===== src/rtl/multicycle_control_unit_pkg.sv =====
// ---------------------------------------------------------------------------
// multicycle_control_unit_pkg
// Shared encodings for the multicycle control unit. It holds the state codes,
// the RISC-V major opcodes, and the datapath mux select codes for ALU A, ALU B
// and write-back. It also provides one helper, is_exec_op(), which reports
// whether an opcode has an EXEC step.
// ---------------------------------------------------------------------------
package multicycle_control_unit_pkg;

    localparam int unsigned OPCODE_W = 7;
    localparam int unsigned STATE_W  = 3;
    localparam int unsigned SEL_W    = 2;

    typedef enum logic [STATE_W-1:0] {
        ST_FETCH  = 3'd0,
        ST_DECODE = 3'd1,
        ST_EXEC   = 3'd2,
        ST_MEM    = 3'd3,
        ST_WB     = 3'd4,
        ST_HALT   = 3'd5
    } state_t;

    localparam logic [OPCODE_W-1:0] OP_ARITHMETIC     = 7'b0110011;
    localparam logic [OPCODE_W-1:0] OP_ARITHMETIC_IMM = 7'b0010011;
    localparam logic [OPCODE_W-1:0] OP_LOAD           = 7'b0000011;
    localparam logic [OPCODE_W-1:0] OP_STORE          = 7'b0100011;
    localparam logic [OPCODE_W-1:0] OP_BRANCH         = 7'b1100011;
    localparam logic [OPCODE_W-1:0] OP_JAL            = 7'b1101111;
    localparam logic [OPCODE_W-1:0] OP_JALR           = 7'b1100111;
    localparam logic [OPCODE_W-1:0] OP_ECALL          = 7'b1110011;

    localparam logic [SEL_W-1:0] SRC_A_PC     = 2'b00;
    localparam logic [SEL_W-1:0] SRC_A_OLD_PC = 2'b01;
    localparam logic [SEL_W-1:0] SRC_A_RS1    = 2'b10;

    localparam logic [SEL_W-1:0] SRC_B_RS2    = 2'b00;
    localparam logic [SEL_W-1:0] SRC_B_FOUR   = 2'b01;
    localparam logic [SEL_W-1:0] SRC_B_IMM    = 2'b10;

    localparam logic [SEL_W-1:0] WB_ALUOUT    = 2'b00;
    localparam logic [SEL_W-1:0] WB_MDR       = 2'b01;
    localparam logic [SEL_W-1:0] WB_PC        = 2'b10;

    // Opcodes that proceed from DECODE into EXEC (everything defined except ECALL)
    function automatic logic is_exec_op(input logic [OPCODE_W-1:0] op);
        case (op)
            OP_ARITHMETIC, OP_ARITHMETIC_IMM, OP_LOAD, OP_STORE,
            OP_BRANCH, OP_JAL, OP_JALR: return 1'b1;
            default:                    return 1'b0;
        endcase
    endfunction

endpackage


===== src/rtl/control_next_state.sv =====
// ---------------------------------------------------------------------------
// control_next_state
// Purely combinational next-state logic for the multicycle control unit.
// Ports:
//   i_state      current state
//   i_opcode     IR[6:0]
//   i_halt_req   ECALL-with-exit flag from the datapath; only used in DECODE
//   i_mem_ready  effective memory-ready (already forced high when waits are off)
//   o_next_state state for the next clock edge
// ---------------------------------------------------------------------------
module control_next_state
    import multicycle_control_unit_pkg::*;
(
    input  state_t                i_state,
    input  logic [OPCODE_W-1:0]   i_opcode,
    input  logic                  i_halt_req,
    input  logic                  i_mem_ready,
    output state_t                o_next_state
);

    always_comb begin
        o_next_state = i_state;
        case (i_state)
            ST_FETCH: begin
                if (i_mem_ready) o_next_state = ST_DECODE;
            end
            ST_DECODE: begin
                // Undefined opcodes fall back to FETCH and behave as a NOP
                if (i_opcode == OP_ECALL)
                    o_next_state = i_halt_req ? ST_HALT : ST_FETCH;
                else if (is_exec_op(i_opcode))
                    o_next_state = ST_EXEC;
                else
                    o_next_state = ST_FETCH;
            end
            ST_EXEC: begin
                case (i_opcode)
                    OP_ARITHMETIC, OP_ARITHMETIC_IMM: o_next_state = ST_WB;
                    OP_LOAD, OP_STORE:                o_next_state = ST_MEM;
                    default:                          o_next_state = ST_FETCH;
                endcase
            end
            ST_MEM: begin
                if (i_mem_ready)
                    o_next_state = (i_opcode == OP_LOAD) ? ST_WB : ST_FETCH;
            end
            ST_WB:   o_next_state = ST_FETCH;
            ST_HALT: o_next_state = ST_HALT;
            default: o_next_state = ST_FETCH;
        endcase
    end

endmodule


===== src/rtl/multicycle_control_unit.sv =====
// ---------------------------------------------------------------------------
// multicycle_control_unit
// Control FSM for a multicycle RV32I datapath. The state register is the only
// storage in the block. All control outputs are decoded combinationally from
// the state, opcode, bcond and mem_ready.
//
// Build option: MEM_WAIT_EN
//   defined   -> FETCH and MEM stall until mem_ready
//   undefined -> mem_ready is ignored (single-cycle memory)
//
// Ports:
//   clk, reset                rising-edge clock, async active-high reset
//   opcode, bcond, halt_req   IR[6:0], branch result, ECALL exit flag
//   mem_ready                 memory access completes this cycle
//   pc_write .. reg_write     write/strobe enables
//   i_or_d                    memory address select (0 PC, 1 ALUOut)
//   alu_src_a, alu_src_b      ALU operand selects
//   pc_source                 next-PC select (0 ALU result, 1 ALUOut)
//   wb_src                    register write-back select
//   alu_opcode                ALUOp for the ALU control unit
//   is_halted, state          halt flag and current state (debug)
// ---------------------------------------------------------------------------
module multicycle_control_unit
    import multicycle_control_unit_pkg::*;
(
    input  logic                 clk,
    input  logic                 reset,
    input  logic [OPCODE_W-1:0]  opcode,
    input  logic                 bcond,
    input  logic                 halt_req,
    input  logic                 mem_ready,
    output logic                 pc_write,
    output logic                 ir_write,
    output logic                 mem_read,
    output logic                 mem_write,
    output logic                 reg_write,
    output logic                 i_or_d,
    output logic [SEL_W-1:0]     alu_src_a,
    output logic [SEL_W-1:0]     alu_src_b,
    output logic                 pc_source,
    output logic [SEL_W-1:0]     wb_src,
    output logic [OPCODE_W-1:0]  alu_opcode,
    output logic                 is_halted,
    output logic [STATE_W-1:0]   state
);

    state_t r_state;
    state_t w_next_state;
    logic   w_mem_ready;

`ifdef MEM_WAIT_EN
    assign w_mem_ready = mem_ready;
`else
    // Single-cycle memory: every access completes, mem_ready has no effect
    assign w_mem_ready = 1'b1 | mem_ready;
`endif

    // State register
    always_ff @(posedge clk or posedge reset) begin
        if (reset) r_state <= ST_FETCH;
        else       r_state <= w_next_state;
    end

    // Next-state logic
    control_next_state u_next_state (
        .i_state      (r_state),
        .i_opcode     (opcode),
        .i_halt_req   (halt_req),
        .i_mem_ready  (w_mem_ready),
        .o_next_state (w_next_state)
    );

    // Output decode. It is gated by reset so that no write or strobe can fire
    // while reset is held, even though FETCH would otherwise be Mealy on mem_ready.
    always_comb begin
        pc_write   = 1'b0;
        ir_write   = 1'b0;
        mem_read   = 1'b0;
        mem_write  = 1'b0;
        reg_write  = 1'b0;
        i_or_d     = 1'b0;
        alu_src_a  = SRC_A_PC;
        alu_src_b  = SRC_B_RS2;
        pc_source  = 1'b0;
        wb_src     = WB_ALUOUT;
        alu_opcode = OP_LOAD;
        is_halted  = 1'b0;
        if (!reset) begin
            case (r_state)
                ST_FETCH: begin
                    mem_read  = 1'b1;
                    alu_src_b = SRC_B_FOUR;
                    if (w_mem_ready) begin
                        ir_write = 1'b1;
                        pc_write = 1'b1;
                    end
                end
                ST_DECODE: begin
                    // Precompute the branch/JAL target into ALUOut
                    alu_src_a = SRC_A_OLD_PC;
                    alu_src_b = SRC_B_IMM;
                end
                ST_EXEC: begin
                    alu_opcode = opcode;
                    case (opcode)
                        OP_ARITHMETIC: begin
                            alu_src_a = SRC_A_RS1;
                            alu_src_b = SRC_B_RS2;
                        end
                        OP_ARITHMETIC_IMM, OP_LOAD, OP_STORE: begin
                            alu_src_a = SRC_A_RS1;
                            alu_src_b = SRC_B_IMM;
                        end
                        OP_BRANCH: begin
                            alu_src_a = SRC_A_RS1;
                            alu_src_b = SRC_B_RS2;
                            pc_write  = bcond;
                            pc_source = 1'b1;
                        end
                        OP_JAL: begin
                            reg_write = 1'b1;
                            wb_src    = WB_PC;
                            pc_write  = 1'b1;
                            pc_source = 1'b1;
                        end
                        OP_JALR: begin
                            alu_src_a = SRC_A_RS1;
                            alu_src_b = SRC_B_IMM;
                            pc_write  = 1'b1;
                            reg_write = 1'b1;
                            wb_src    = WB_PC;
                        end
                        default: ;
                    endcase
                end
                ST_MEM: begin
                    i_or_d = 1'b1;
                    if (opcode == OP_LOAD) mem_read  = 1'b1;
                    else                   mem_write = 1'b1;
                end
                ST_WB: begin
                    reg_write = 1'b1;
                    wb_src    = (opcode == OP_LOAD) ? WB_MDR : WB_ALUOUT;
                end
                ST_HALT: is_halted = 1'b1;
                default: ;
            endcase
        end
    end

    assign state = r_state;

endmodule

===== config.mk =====
export PLATFORM = sky130hd
export DESIGN_NAME = multicycle_control_unit
export DESIGN_NICKNAME = d
export VERILOG_FILES = /design/src/rtl/multicycle_control_unit_pkg.sv /design/src/rtl/control_next_state.sv /design/src/rtl/multicycle_control_unit.sv
export SDC_FILE = /design/constraint.sdc
export NUM_CORES = 1
export LEC_CHECK = 0
export ABC_AREA = 1
export CAP_MARGIN = 20
export CORE_MARGIN = 2
export CORE_UTILIZATION = 38
export DETAILED_ROUTE_END_ITERATION = 10
export HOLD_SLACK_MARGIN = 0.03
export PLACE_DENSITY = 0.84
export REMOVE_ABC_BUFFERS = 1
export SYNTH_ARGS = -nofsm -noshare
export SYNTH_HDL_FRONTEND = slang
export SYNTH_SLANG_ARGS = --single-unit
export TNS_END_PERCENT = 5

===== constraint.sdc =====
create_clock -name clk -period 2.6 [get_ports clk]
set_input_delay 0.39 -clock clk [delete_from_list [all_inputs] [get_ports clk]]
set_output_delay 0.39 -clock clk [all_outputs]
set_load 0.02 [all_outputs]

==> Yosys cells after proc, flatten, opt, wreduce, memory -nomap -nowiden <==
Index checks and enable logic that the tools add are counted.
{ "word_totals": {"elab_cells": 64, "memories": 0, "latch_bits": 0, "reg_bits": 3, "rom_bits": 0, "in_bits": 12, "mem_bits_rw": 0} }
{ "classes": {"n_eq_ne": 13, "magnitude_cmp": 0, "n_reduce_logical": 8, "shifts": 0, "addsub": 0, "n_div": 0, "multipliers": 0, "muxes": 42, "bitwise": 0} }
{ "op_table": {"columns": ["operator", "n"], "rows": [
  ["$eq 7x7->1 const B", 4],
  ["$mux 1", 21],
  ["$pmux 3 s5", 1],
  ["$eq 7x6->1 const B", 2],
  ["$mux 2", 7],
  ["$mux 7", 2],
  ["$mux 3", 3],
  ["$pmux 1 s2", 4],
  ["$pmux 2 s2", 2],
  ["$reduce_or 2->1", 4],
  ["$eq 7x2->1 const B", 1],
  ["$eq 7x5->1 const B", 1],
  ["$reduce_or 7->1", 1],
  ["$eq 3x2->1 const B", 2],
  ["$eq 3x3->1 const B", 2],
  ["$pmux 2 s3", 1],
  ["$pmux 3 s2", 1],
  ["$reduce_or 6->1", 1],
  ["$reduce_or 4->1", 1],
  ["$eq 3x1->1 const B", 1],
  ["$logic_not 3->1", 1]
]} }

==> Logic depth before layout (Yosys ltp) <==
Gate-level depths: netlist of run 1.
{ "depth": {"ltp_word": 8, "depth_mapped": 8, "ltp_nobuf": 8} }

==> Hierarchy <==
Synthesis of run 1 repeated with hierarchy kept, for this count alone.
{ "hier_totals": {"cells_unflattened": 116, "area_unflattened_um2": 585.6} }
{ "by_module_without_submodules": {"columns": ["module", "n_inst", "cells_per_inst", "area_per_inst_um2"], "rows": [
  ["multicycle_control_unit", 1, 73, 394.1],
  ["control_next_state", 1, 43, 191.4]
]} }

==> Worst setup path after synthesis of run 1 <==
Ideal clock, no wire load.
{ "synth_path": {"path_kind": "flip-flop to output port", "startpoint": "register r_state[0], in the netlist state[0]", "endpoint": "output pc_write", "setup_slack_ps": 804, "required_time_ps": 2210, "t_arrival_ps": 1406, "path_stages_with_launch": 6, "cell_sequence": "dfrtp_1 nor2_1 nand2_1 nor2_1 clkinv_1 nand3_1"} }
{ "synth_via": {"elab_chain_cells": 3, "elab_cells_between_ends": 4, "classes_between": "1 x eq/ne; 2 x mux; 1 x reduce/logical"} }
{ "synth_lines": {"columns": ["item", "line_no", "source"], "rows": [
  ["start: declaration", "multicycle_control_unit.sv:47", "state_t r_state;"],
  ["start signal: assignment", "multicycle_control_unit.sv:61", "else r_state <= w_next_state;"],
  ["$eq 3x2->1 or $logic_not 3->1 (tied branches)", "multicycle_control_unit.sv:89", "case (r_state)"],
  ["$pmux 1 s2 (*)", "multicycle_control_unit.sv:89", null],
  ["$mux 1 (*)", "multicycle_control_unit.sv:88", "if (!reset) begin"],
  ["end: declaration", "multicycle_control_unit.sv:32", "output logic pc_write,"]
]} }
Every way passes the cells marked *; elsewhere a longest branch is shown, timed or not.

==> Worst setup path after layout of run 1 <==
{ "layout_path": {"startpoint": "input opcode[6]", "endpoint": "output mem_read"} }
{ "layout_via": {"elab_chain_cells": 4} }
{ "layout_lines": {"columns": ["item", "line_no", "source"], "rows": [
  ["start: declaration", "multicycle_control_unit.sv:28", "input logic [OPCODE_W-1:0] opcode,"],
  ["$eq 7x2->1", "multicycle_control_unit.sv:138", "if (opcode == OP_LOAD) mem_read = 1'b1;"],
  ["$mux 1", "multicycle_control_unit.sv:138", null],
  ["$pmux 1 s2", "multicycle_control_unit.sv:89", null],
  ["$mux 1", "multicycle_control_unit.sv:88", null],
  ["end: declaration", "multicycle_control_unit.sv:34", "output logic mem_read,"]
]} }
No other way between the ends.

==> results.md, run 1 <==
* Status: completed
* Final Worst Setup Slack at 0.109 ns
* Simple-Gate Fraction of Synth Area at 66.1%
* CTS Root Cell: clkbuf_4
* Clock power share at 22.2%
* Worst Hold Class: input pin to async pin
* Worst EP arrival at 2.10 ns
* Peak supply drop at 229 µV
* Skew-Pair Late Insertion Delay at 0.25 ns
* Kind of critical path: input pin to output pin
* Post-synth top area share at 13.8%
* Syn. warnings at 0
* Routed vias/inst at 4.79
* Tcrit/Tclk final at 95.8%
* Critical path fanouts, max at 5
* Die width at 41.9 µm
* Gp weighted congestion at 0.893
* Post-route DRC at 0
* Drt total wl at 1510 µm
* Initial antenna violation count at 0
* Clock Skews at 0.00849 ns
* Post-synthesis sequential area ratio at 13.8%
* Setup TNS at 0 ns
* Leak at 0.473 nW
* Fin. Hold Viols at 0
* Largest family of logic cells by synthesized area: simple AND/OR/NAND/NOR gates
* Largest register FFs at 3
* Reg area at 75.1 µm²
* CTS tree: done
* Hold_ws at 0.396 ns
* Worst slew margin relative to its limit at 83.7%
* CTS max path bufs at 2
* Post-Synth XOR/XNOR Area at 0%
* Layout cells sized above 1 at 21.8%
* Filler cell count at 110
* Routed WL per cell at 10.2 µm
* Total global routing track utilization at 18.3%
* Mean post-synth cell area at 5.80 µm²
* Synth area leaders: dfrtp_1 (14%), nand2_1 (12%), nor2_1 (12%)
* Final non-filler cell total at 148
* Vias in the first global route at 648
* CTS Buf Count at 3
* Mux contribution to synthesized area at 0%
* Unrepaired setup endpoints after global routing: false
* Post-Syn Area at 546 µm²
* Startpoint Class: input pin
* Setup violators final at 0
* Max Slew Vio Count at 0
* Area occupied by multi-input gates at 402 µm²
* Compound-Gate Fraction of Synth Area at 7.57%
* Dpl hpwl at 1260 µm
* Synth Area in Adders at 0%
* Via count at 709
* RR Startpoint: state[1]
* Initial drt markers at 11
* DIE AREA at 0.00175 mm²
* Synth area leader: dfrtp_1
* Diodes inserted at 0
* Fmax at 401 MHz
* Post-Synthesis Cells at 94
* Fin nets at 146
* Minimum clock period at 2.49 ns
* First-pass GRT wire length at 2510 µm
* WP data required at 2.21 ns
* Initial Utilization at 41.4%
* Placed insts at 144
* Core ar. at 0.00132 mm²
* Die H at 41.9 µm
* Post-layout util at 71.6%
* FP Rows at 13
* Largest net degree at the start of global routing at 11
* Switching Share at 44.3%
* I/O pins at 36
* Setup WS pre-CTS at 0.0540 ns
* Max-cap viol count at 0
* #FFs+latches synth at 3
* Comb pwr share at 61.0%
* H-tree levels at 1
* Grt total ovfl at 0
* DR pass1 iterations at 4
* Routed Antenna Nets at 0
* Critical Path End Type: output pin
* Port bufs at 34
* Pwr dens at 416 mW/mm²
* R2r endpoint: state[0]
* Hold_buf cts at 0
* Sink Count at 3
* Unique cell type count in the Yosys netlist at 22
* Clock transition at the registers of the reported paths at 0.04 ns
* Reg2Reg Depth at 5
* Syn-to-layout area delta at 72.9%
* Sequential power share at 16.8%
* Int Power at 219 µW
* Worst-Margin Slew at 0.244 ns
* Reg2reg setup slack at 1.55 ns
* Switching Power at 174 µW
==> power groups by stage <==
| stage | Sequential (mW) | Clock (mW) | Combinational [mW] |
|---|---|---|---|
| detailed placement | 0.0671 | 0 | 0.242 |
| CTS | 0.0664 | 0.0906 | 0.243 |
| global placement | 0.0662 | 0 | 0.238 |
| floorplan | 0.0769 | 0 | 0.120 |
| finish | 0.0660 | 0.0872 | 0.239 |
| global route | 0.0675 | 0.0949 | 0.256 |
==> worst max-delay path, stage by stage <==
cell and delay, ns:
clkdlybuf4s50_1 0.52, inv_2 0.13, nand3_2 0.13, nor2_4 0.18, nand3_1 0.09, nand2_1 0.06
clkdlybuf4s50_1 0.59
==> final cells by class <==
cell class                      count  area share (%)
Tap cell                           15            1.99
Clock buffer                        4            2.79
Multi-Input combinational cell     73            42.6
Inverter                           18            7.29
Sequential cell                     3            7.96
Timing Repair Buffer               35            37.4
==> logic make-up after synthesis <==
kind of cell	after synthesis
AND/OR/NAND/NOR	66
buffers and inverters	18
AO/OA/AOI/OAI	7
flip-flops	3
==> metal layers <==
metal | vias up | track usage [%] | wire length (µm)
met5 | - | 0 | 0
met3 | 2 | 4.35 | 104
li1 | 371 | - | -
met1 | 305 | 18.0 | 589
met2 | 31 | 35.3 | 800
met4 | 0 | 8.39 | 17
==> cell usage after synthesis (all sizes together) <==
| cell | count |
|---|---|
| o21ai | 2 |
| nand3 | 12 |
| nor3 | 5 |
| nor2 | 23 |
| nand3b | 1 |
| clkinv | 2 |
| or2 | 2 |
| nand2 | 23 |
| a21oi | 4 |
| inv | 16 |
| o211ai | 1 |
| dfrtp | 3 |
==> layout by cell type, fill, tap and decap left out, drive strengths merged <==
cell,synthesis,final
clkbuf,0,4
inv,16,16
nor3,5,5
o211ai,1,1
dlymetal6s2s,0,2
nand3,12,12
a21oi,4,4
dfrtp,3,3
nand2,23,23
or2,2,2
o21ai,2,2
clkinv,2,2
nand3b,1,1
buf,0,1
clkdlybuf4s50,0,32
nor2,23,23
==> how the worst max path moves through the flow <==
stage	from	to
after global routing	opcode[6]	mem_read
after CTS	opcode[2]	alu_src_b[1]
after global placement	opcode[2]	alu_src_a[1]
after floorplan	state[0]	pc_write
after detailed placement	opcode[1]	alu_src_b[1]
final	opcode[6]	mem_read
==> what timing repair did <==
action	4_1_cts	5_1_grt
setup buffers	0	0
resized for setup	0	2
endpoints found under the hold margin	0	0
endpoints found under the setup margin	0	2
==> through the flow <==
stage | power, mW | instance area, µm²
after floorplan | 0.197 | 546
after global placement | 0.304 | 912
after detailed placement | 0.309 | 912
after CTS | 0.400 | 938
after global routing | 0.418 | 943
final | 0.393 | 943
No activity file was read; power rests on OpenSTA's default activity.
==> run 2, diff against run 1 <==
--- a/config.mk
+++ b/config.mk
@@ -7,11 +7,11 @@
 export LEC_CHECK = 0
 export ABC_AREA = 1
 export CAP_MARGIN = 20
-export CORE_MARGIN = 2
-export CORE_UTILIZATION = 38
+export CORE_AREA = 2 2 39 41
 export DETAILED_ROUTE_END_ITERATION = 10
+export DIE_AREA = 0 0 41 43
+export DONT_BUFFER_PORTS = 1
 export HOLD_SLACK_MARGIN = 0.03
-export PLACE_DENSITY = 0.84
 export REMOVE_ABC_BUFFERS = 1
 export SYNTH_ARGS = -nofsm -noshare
 export SYNTH_HDL_FRONTEND = slang
==> run 2 against run 1 <==
Effect of this change:
- worst hold slack lost 0.038 ns
- fmax grew 16%
- largest cell class unchanged
- critical path depth shrank 3
- largest power group unchanged
- final cell count shrank 22%
- via count shrank 17%
- setup slack gained 0.34 ns
==> results.md, run 2 (same netlist as run 1, synthesis figures left out) <==
* Startpoint Class: input pin
* H-tree levels at 1 (unchanged)
* Sink Count at 3 (unchanged)
* Largest net degree at the start of global routing at 11 (unchanged)
* Skew-Pair Late Insertion Delay at 0.23 ns (-0.02 ns)
* DIE AREA at 0.00176 mm² (+0.47%)
* Placed insts at 110 (-24%)
* Layout cells sized above 1 at 28.3% (+6.5 points)
* Filler cell count at 155 (+41%)
* Minimum clock period at 2.15 ns (-0.338 ns)
* Worst-Margin Slew at 0.666 ns (+0.423 ns)
* Max Slew Vio Count at 0 (unchanged)
* Routed Antenna Nets at 0 (unchanged)
* Via count at 585 (-17%)
* Final non-filler cell total at 115 (-22%)
* RR Startpoint: state[1]
* Worst EP arrival at 1.76 ns (-0.34 ns)
* Initial Utilization at 39.4% (-2.0 points)
* CTS Buf Count at 3 (unchanged)
* Vias in the first global route at 525 (-19%)
* Drt total wl at 1260 µm (-17%)
* Die width at 41 µm (-2.1%)
* Worst Hold Path EP: state[2]
* Post-route DRC at 0 (unchanged)
* Reg2Reg Depth at 5 (unchanged)
* Area occupied by multi-input gates at 402 µm² (unchanged)
* Hold_sp: halt_req
* DR pass1 iterations at 4 (unchanged)
* Worst hold stages at 2
* Power consumption at 296 µW (-25%)
* Grt total ovfl at 0 (unchanged)
* CTS max path bufs at 2 (unchanged)
* Tcrit/Tclk final at 82.8% (-13 points)
* Largest register FFs at 3 (unchanged)
* Dpl hpwl at 1050 µm (-17%)
* Worst slew margin relative to its limit at 55.2% (-28 points)
* Leak at 0.315 nW (-33%)
* Worst Hold Class: input pin to register
* Fmax at 464 MHz (+16%)
* Most common cell after layout, fill and taps aside: nand2_1
* Reg area at 75.1 µm² (unchanged)
* Post_cts resized at 0 (unchanged)
* Fin. Hold Viols at 0 (unchanged)
* GRT met3 Usage at 3.66% (-0.68 points)
* Syn-to-layout area delta at 10.3%
* FP Rows at 14 (+1)
* Routed vias/inst at 5.09 (+6.2%)
* Unrepaired setup endpoints after global routing: false
* Fin nets at 112 (-23%)
* Total global routing track utilization at 15.3% (-3.0 points)
* Pwr dens at 491 mW/mm² (+18%)
* Port bufs at 0 (-100%)
* GR peak layer: met2
* Gp weighted congestion at 0.795 (-11%)
* Initial drt markers at 8 (-3)
* Core ar. at 0.00138 mm² (+5.0%)
* Peak supply drop at 276 µV (+21%)
* CTS tree: done
* Critical path fanouts, max at 7 (+2)
* Die H at 43 µm (+2.6%)
* Status: completed
* Setup TNS at 0 ns (unchanged)
* First-pass GRT wire length at 1960 µm (-22%)
* Diodes inserted at 0 (unchanged)
* Reg2reg setup slack at 1.44 ns (-0.11 ns)
* Worst setup path startpoint: reset
* Kind of critical path: input pin to output pin
* I/O pins at 36 (unchanged)
* GRT met1 Usage at 19.2% (+1.2 points)
* Met2 Use GR at 25.9% (-9.4 points)
* Initial antenna violation count at 0 (unchanged)
* R2r endpoint: state[0]
* Critical Path End Type: output pin
* Setup WS pre-CTS at 0.690 ns (+0.636 ns)
* CTS Root Cell: clkbuf_4
* Max-cap viol count at 0 (unchanged)
* Clock transition at the registers of the reported paths at 0.04 ns (about the same)
* Clock Skews at 0.00288 ns (-0.00562 ns)
* WP data required at 2.21 ns (about the same)
* Final Worst Setup Slack at 0.447 ns (+0.338 ns)
* Routed WL per cell at 10.9 µm (+7.2%)
* Setup violators final at 0 (unchanged)
* Most frequent cells in the layout: nand2_1 (18), nor2_1 (17), inv_1 (9)
## run 2: changes by cell type in the layout (fill, tap and decap cells not counted), sizes merged
cell / before / now
buf: 1 / 0
clkdlybuf4s50: 32 / 0
dlygate4sd3: 0 / 1
dlymetal6s2s: 2 / 0
## run 2: metal layers
| layer | share of wire (%) | vias to the layer above |
|---|---|---|
| li1 | - | 304 |
| met1 | 46 | 258 |
| met2 | 46 | 23 |
| met3 | 8.3 | 0 |
| met4 | 0 | 0 |
| met5 | 0 | - |
## run 2: worst max path at each step
stage	endpoint	slack (ns)	cells after the start
6_report	wb_src[0]	0.45	4
5_1_grt	pc_write	0.27	5
4_1_cts	pc_write	0.44	5
3_5_place_dp	pc_write	0.69	5
3_3_place_gp	pc_write	0.70	5
2_1_floorplan	pc_write	0.80	5
## run 2: layout make-up
| class | count | share of cell area (%) |
|---|---|---|
| Tap cell | 16 | 3.33 |
| Sequential cell | 3 | 12.5 |
| Timing Repair Buffer | 1 | 1.66 |
| Multi-Input combinational cell | 73 | 66.7 |
| Clock buffer | 4 | 4.37 |
| Inverter | 18 | 11.4 |
## run 2: what timing repair did
item / in CTS / in global routing
endpoints found under the hold margin: 3 / 0
setup buffers: 0 / 0
hold buffers: 1 / 0
## run 2: power breakdown
part | switching, mW | total [mW] | internal [mW]
registers | 0.0219 | 0.0776 | 0.0557
logic | 0.106 | 0.138 | 0.0317
clock network | 0.0230 | 0.0804 | 0.0574
## run 2: critical path, stage by stage
cell	delay, ns
dlygate4sd3_1	0.55
inv_2	0.15
nand3_1	0.13
nor3_1	0.55
## run 2: metrics by stage
stage	util [%]	area, µm²	hold slack (ns)
floorplan	-	546	0.159
global placement	40.9	566	0.172
detailed placement	40.9	566	0.172
CTS	43.5	602	0.359
global route	43.5	602	0.382
finish	43.5	602	0.358
==> run 3, diff against run 2 <==
==> constraint.sdc (replaced) <==
create_clock -name clk -period 1.7 [get_ports clk]
set_input_delay 0.255 -clock clk [delete_from_list [all_inputs] [get_ports clk]]
set_output_delay 0.255 -clock clk [all_outputs]
set_load 0.02 [all_outputs]
==> run 3 against run 2 <==
Effect of this change:
- utilization up 5.4 points
- setup slack worse by 0.41 ns
- flip-flop and latch count unchanged
- largest power group unchanged
==> results.md, run 3 (same netlist as run 1, synthesis figures left out) <==
* CP max stage delay at 0.40 ns (-0.15 ns)
* Sink Count at 3 (unchanged)
* RR Startpoint: state[1]
* Pwr dens at 718 mW/mm² (+46%)
* CTS max path bufs at 2 (unchanged)
* Die width at 41 µm (unchanged)
* CTS tree: done
* Reg2Reg Depth at 5 (unchanged)
* Post-route DRC at 0 (unchanged)
* I/O pins at 36 (unchanged)
* CP max stage cell: dfrtp_1
* Core ar. at 0.00138 mm² (unchanged)
* Initial drt markers at 15 (+7)
* Worst-Margin Slew at 0.376 ns (-0.290 ns)
* DR pass1 iterations at 4 (unchanged)
* Clock Skews at 0.00789 ns (+0.00502 ns)
* H-tree levels at 1 (unchanged)
* Grt total ovfl at 0 (unchanged)
* Tcrit/Tclk final at 97.7%
* Final non-filler cell total at 124 (+7.8%)
* Largest register FFs at 3 (unchanged)
* Gp weighted congestion at 0.835 (+5.1%)
* Worst Hold Class: input pin to register
* Reg2reg setup slack at 0.60 ns (-0.84 ns)
* Fin area at 677 µm² (+12%)
* Setup violators final at 0 (unchanged)
* Unrepaired setup endpoints after global routing: true
* Total global routing track utilization at 16.9% (+1.6 points)
* Vias in the first global route at 548 (+4.4%)
* CTS Root Cell: clkbuf_4
* DIE AREA at 0.00176 mm² (unchanged)
* Max Slew Vio Count at 0 (unchanged)
* Leak at 0.363 nW (+15%)
* Hold_ws at 0.238 ns (-0.120 ns)
* Peak supply drop at 423 µV (+53%)
* WP data required at 1.44 ns (-0.77 ns)
* Critical Path End Type: output pin
* Worst Hold Path EP: state[1]
* Cell Area, Placed at 633 µm² (+12%)
* Syn-to-layout area delta at 24.1%
* Initial Utilization at 39.4% (unchanged)
* Worst slew margin relative to its limit at 74.8% (+20 points)
* Placed insts at 119 (+8.2%)
* Routed vias/inst at 4.93 (-3.1%)
* Routed Antenna Nets at 0 (unchanged)
* Via count at 611 (+4.4%)
* FP Rows at 14 (unchanged)
* Skew-Pair Late Insertion Delay at 0.23 ns (about the same)
* Routed WL per cell at 10.8 µm (-1.1%)
* Status: completed
* Worst EP arrival at 1.41 ns (-0.35 ns)
* Diodes inserted at 0 (unchanged)
* Drt total wl at 1340 µm (+6.6%)
* Die H at 43 µm (unchanged)
* Kind of critical path: register to output pin
* Port bufs at 0 (unchanged)
* Power consumption at 486 µW (+64%)
* Hold_sp: opcode[6]
* Clock transition at the registers of the reported paths at 0.04 ns (about the same)
* Crit path top cell by count: nor2_4
* Max-cap viol count at 0 (unchanged)
* Initial antenna violation count at 0 (unchanged)
* Dpl hpwl at 1070 µm (+1.7%)
* Fin. Hold Viols at 0 (unchanged)
* Most frequent cells in the layout: nand2_1 (18), nor2_1 (16), inv_1 (9), buf_4 (9), nand3_1 (8)
* Layout cells sized above 1 at 36.1% (+7.8 points)
* Worst hold stages at 3 (+1)
* Final Worst Setup Slack at 0.0387 ns (-0.408 ns)
* Startpoint Class: register
* Largest net degree at the start of global routing at 11 (unchanged)
* Minimum clock period at 1.66 ns
* Setup WS pre-CTS at 0.266 ns (-0.424 ns)
* First-pass GRT wire length at 2100 µm (+7.0%)
* CP top delay family: simple AND/OR/NAND/NOR gates
* CP cell instances: inv_2 -> nand2_2 -> nor2_4 -> nand2_4 -> nor2_4 -> nand3_2 -> nand3_1
* R2r endpoint: state[2]
* Fin nets at 121 (+8.0%)
* Critical path fanouts, max at 10 (+3)
* Worst Path Buf+Inv at 1 (-1)
* Fmax at 602 MHz
* Most common cell after layout, fill and taps aside: nand2_1
* CTS Buf Count at 3 (unchanged)
[run 3: changes by cell type in the layout (fill, tap and decap cells not counted)]
cell,before,now
buf_4,0,9
nor2_2,2,3
nor3_2,1,2
nor3_1,4,3
nor2_1,17,16
[run 3: report_power, final]
part           total (mW)  switching (mW)  internal, mW  leakage [nW]
clock               0.124          0.0360        0.0878        0.0150
sequential          0.101          0.0157        0.0855        0.0394
combinational       0.261           0.186        0.0746         0.308
[run 3: layout make-up]
class | instances | area [µm²]
Multi-Input combinational cell | 73 | 409
Inverter | 18 | 68.8
Sequential cell | 3 | 75.1
Timing Repair Buffer | 10 | 77.6
Tap cell | 16 | 20.0
Clock buffer | 4 | 26.3
Fill cell | 147 | 707
[run 3: how the worst max path moves through the flow]
| stage | to | startpoint | cells past startpoint |
|---|---|---|---|
| floorplan | pc_write | state[0] | 5 |
| global placement | pc_write | state[0] | 7 |
| detailed placement | pc_write | state[0] | 7 |
| CTS | pc_write | state[0] | 7 |
| global route | pc_write | state[0] | 7 |
| finish | pc_write | state[0] | 7 |
[run 3: per-stage QoR]
step                TNS, ns  util, %
floorplan                 0        -
global placement          0     45.8
detailed placement        0     45.8
CTS                       0     48.4
global route         -0.108     48.9
finish                    0     48.9
[run 3: repair_timing]
item	CTS	global route
hold buffers	1	0
setup endpoints to repair	0	5
endpoints found under the hold margin	3	0
gates resized for setup	0	2
setup buffers	0	0
[run 3: tightest hold or removal path: cells and delay by family]
| kind | cells | cell delay [ns] |
|---|---|---|
| simple gates | 3 | 0.17 |
[run 3: metal layers]
layer | wire, µm | track usage (%)
met5 | 0 | 0
met2 | 613 | 26.3
met4 | 0 | 6.00
met3 | 69 | 3.14
met1 | 659 | 22.3
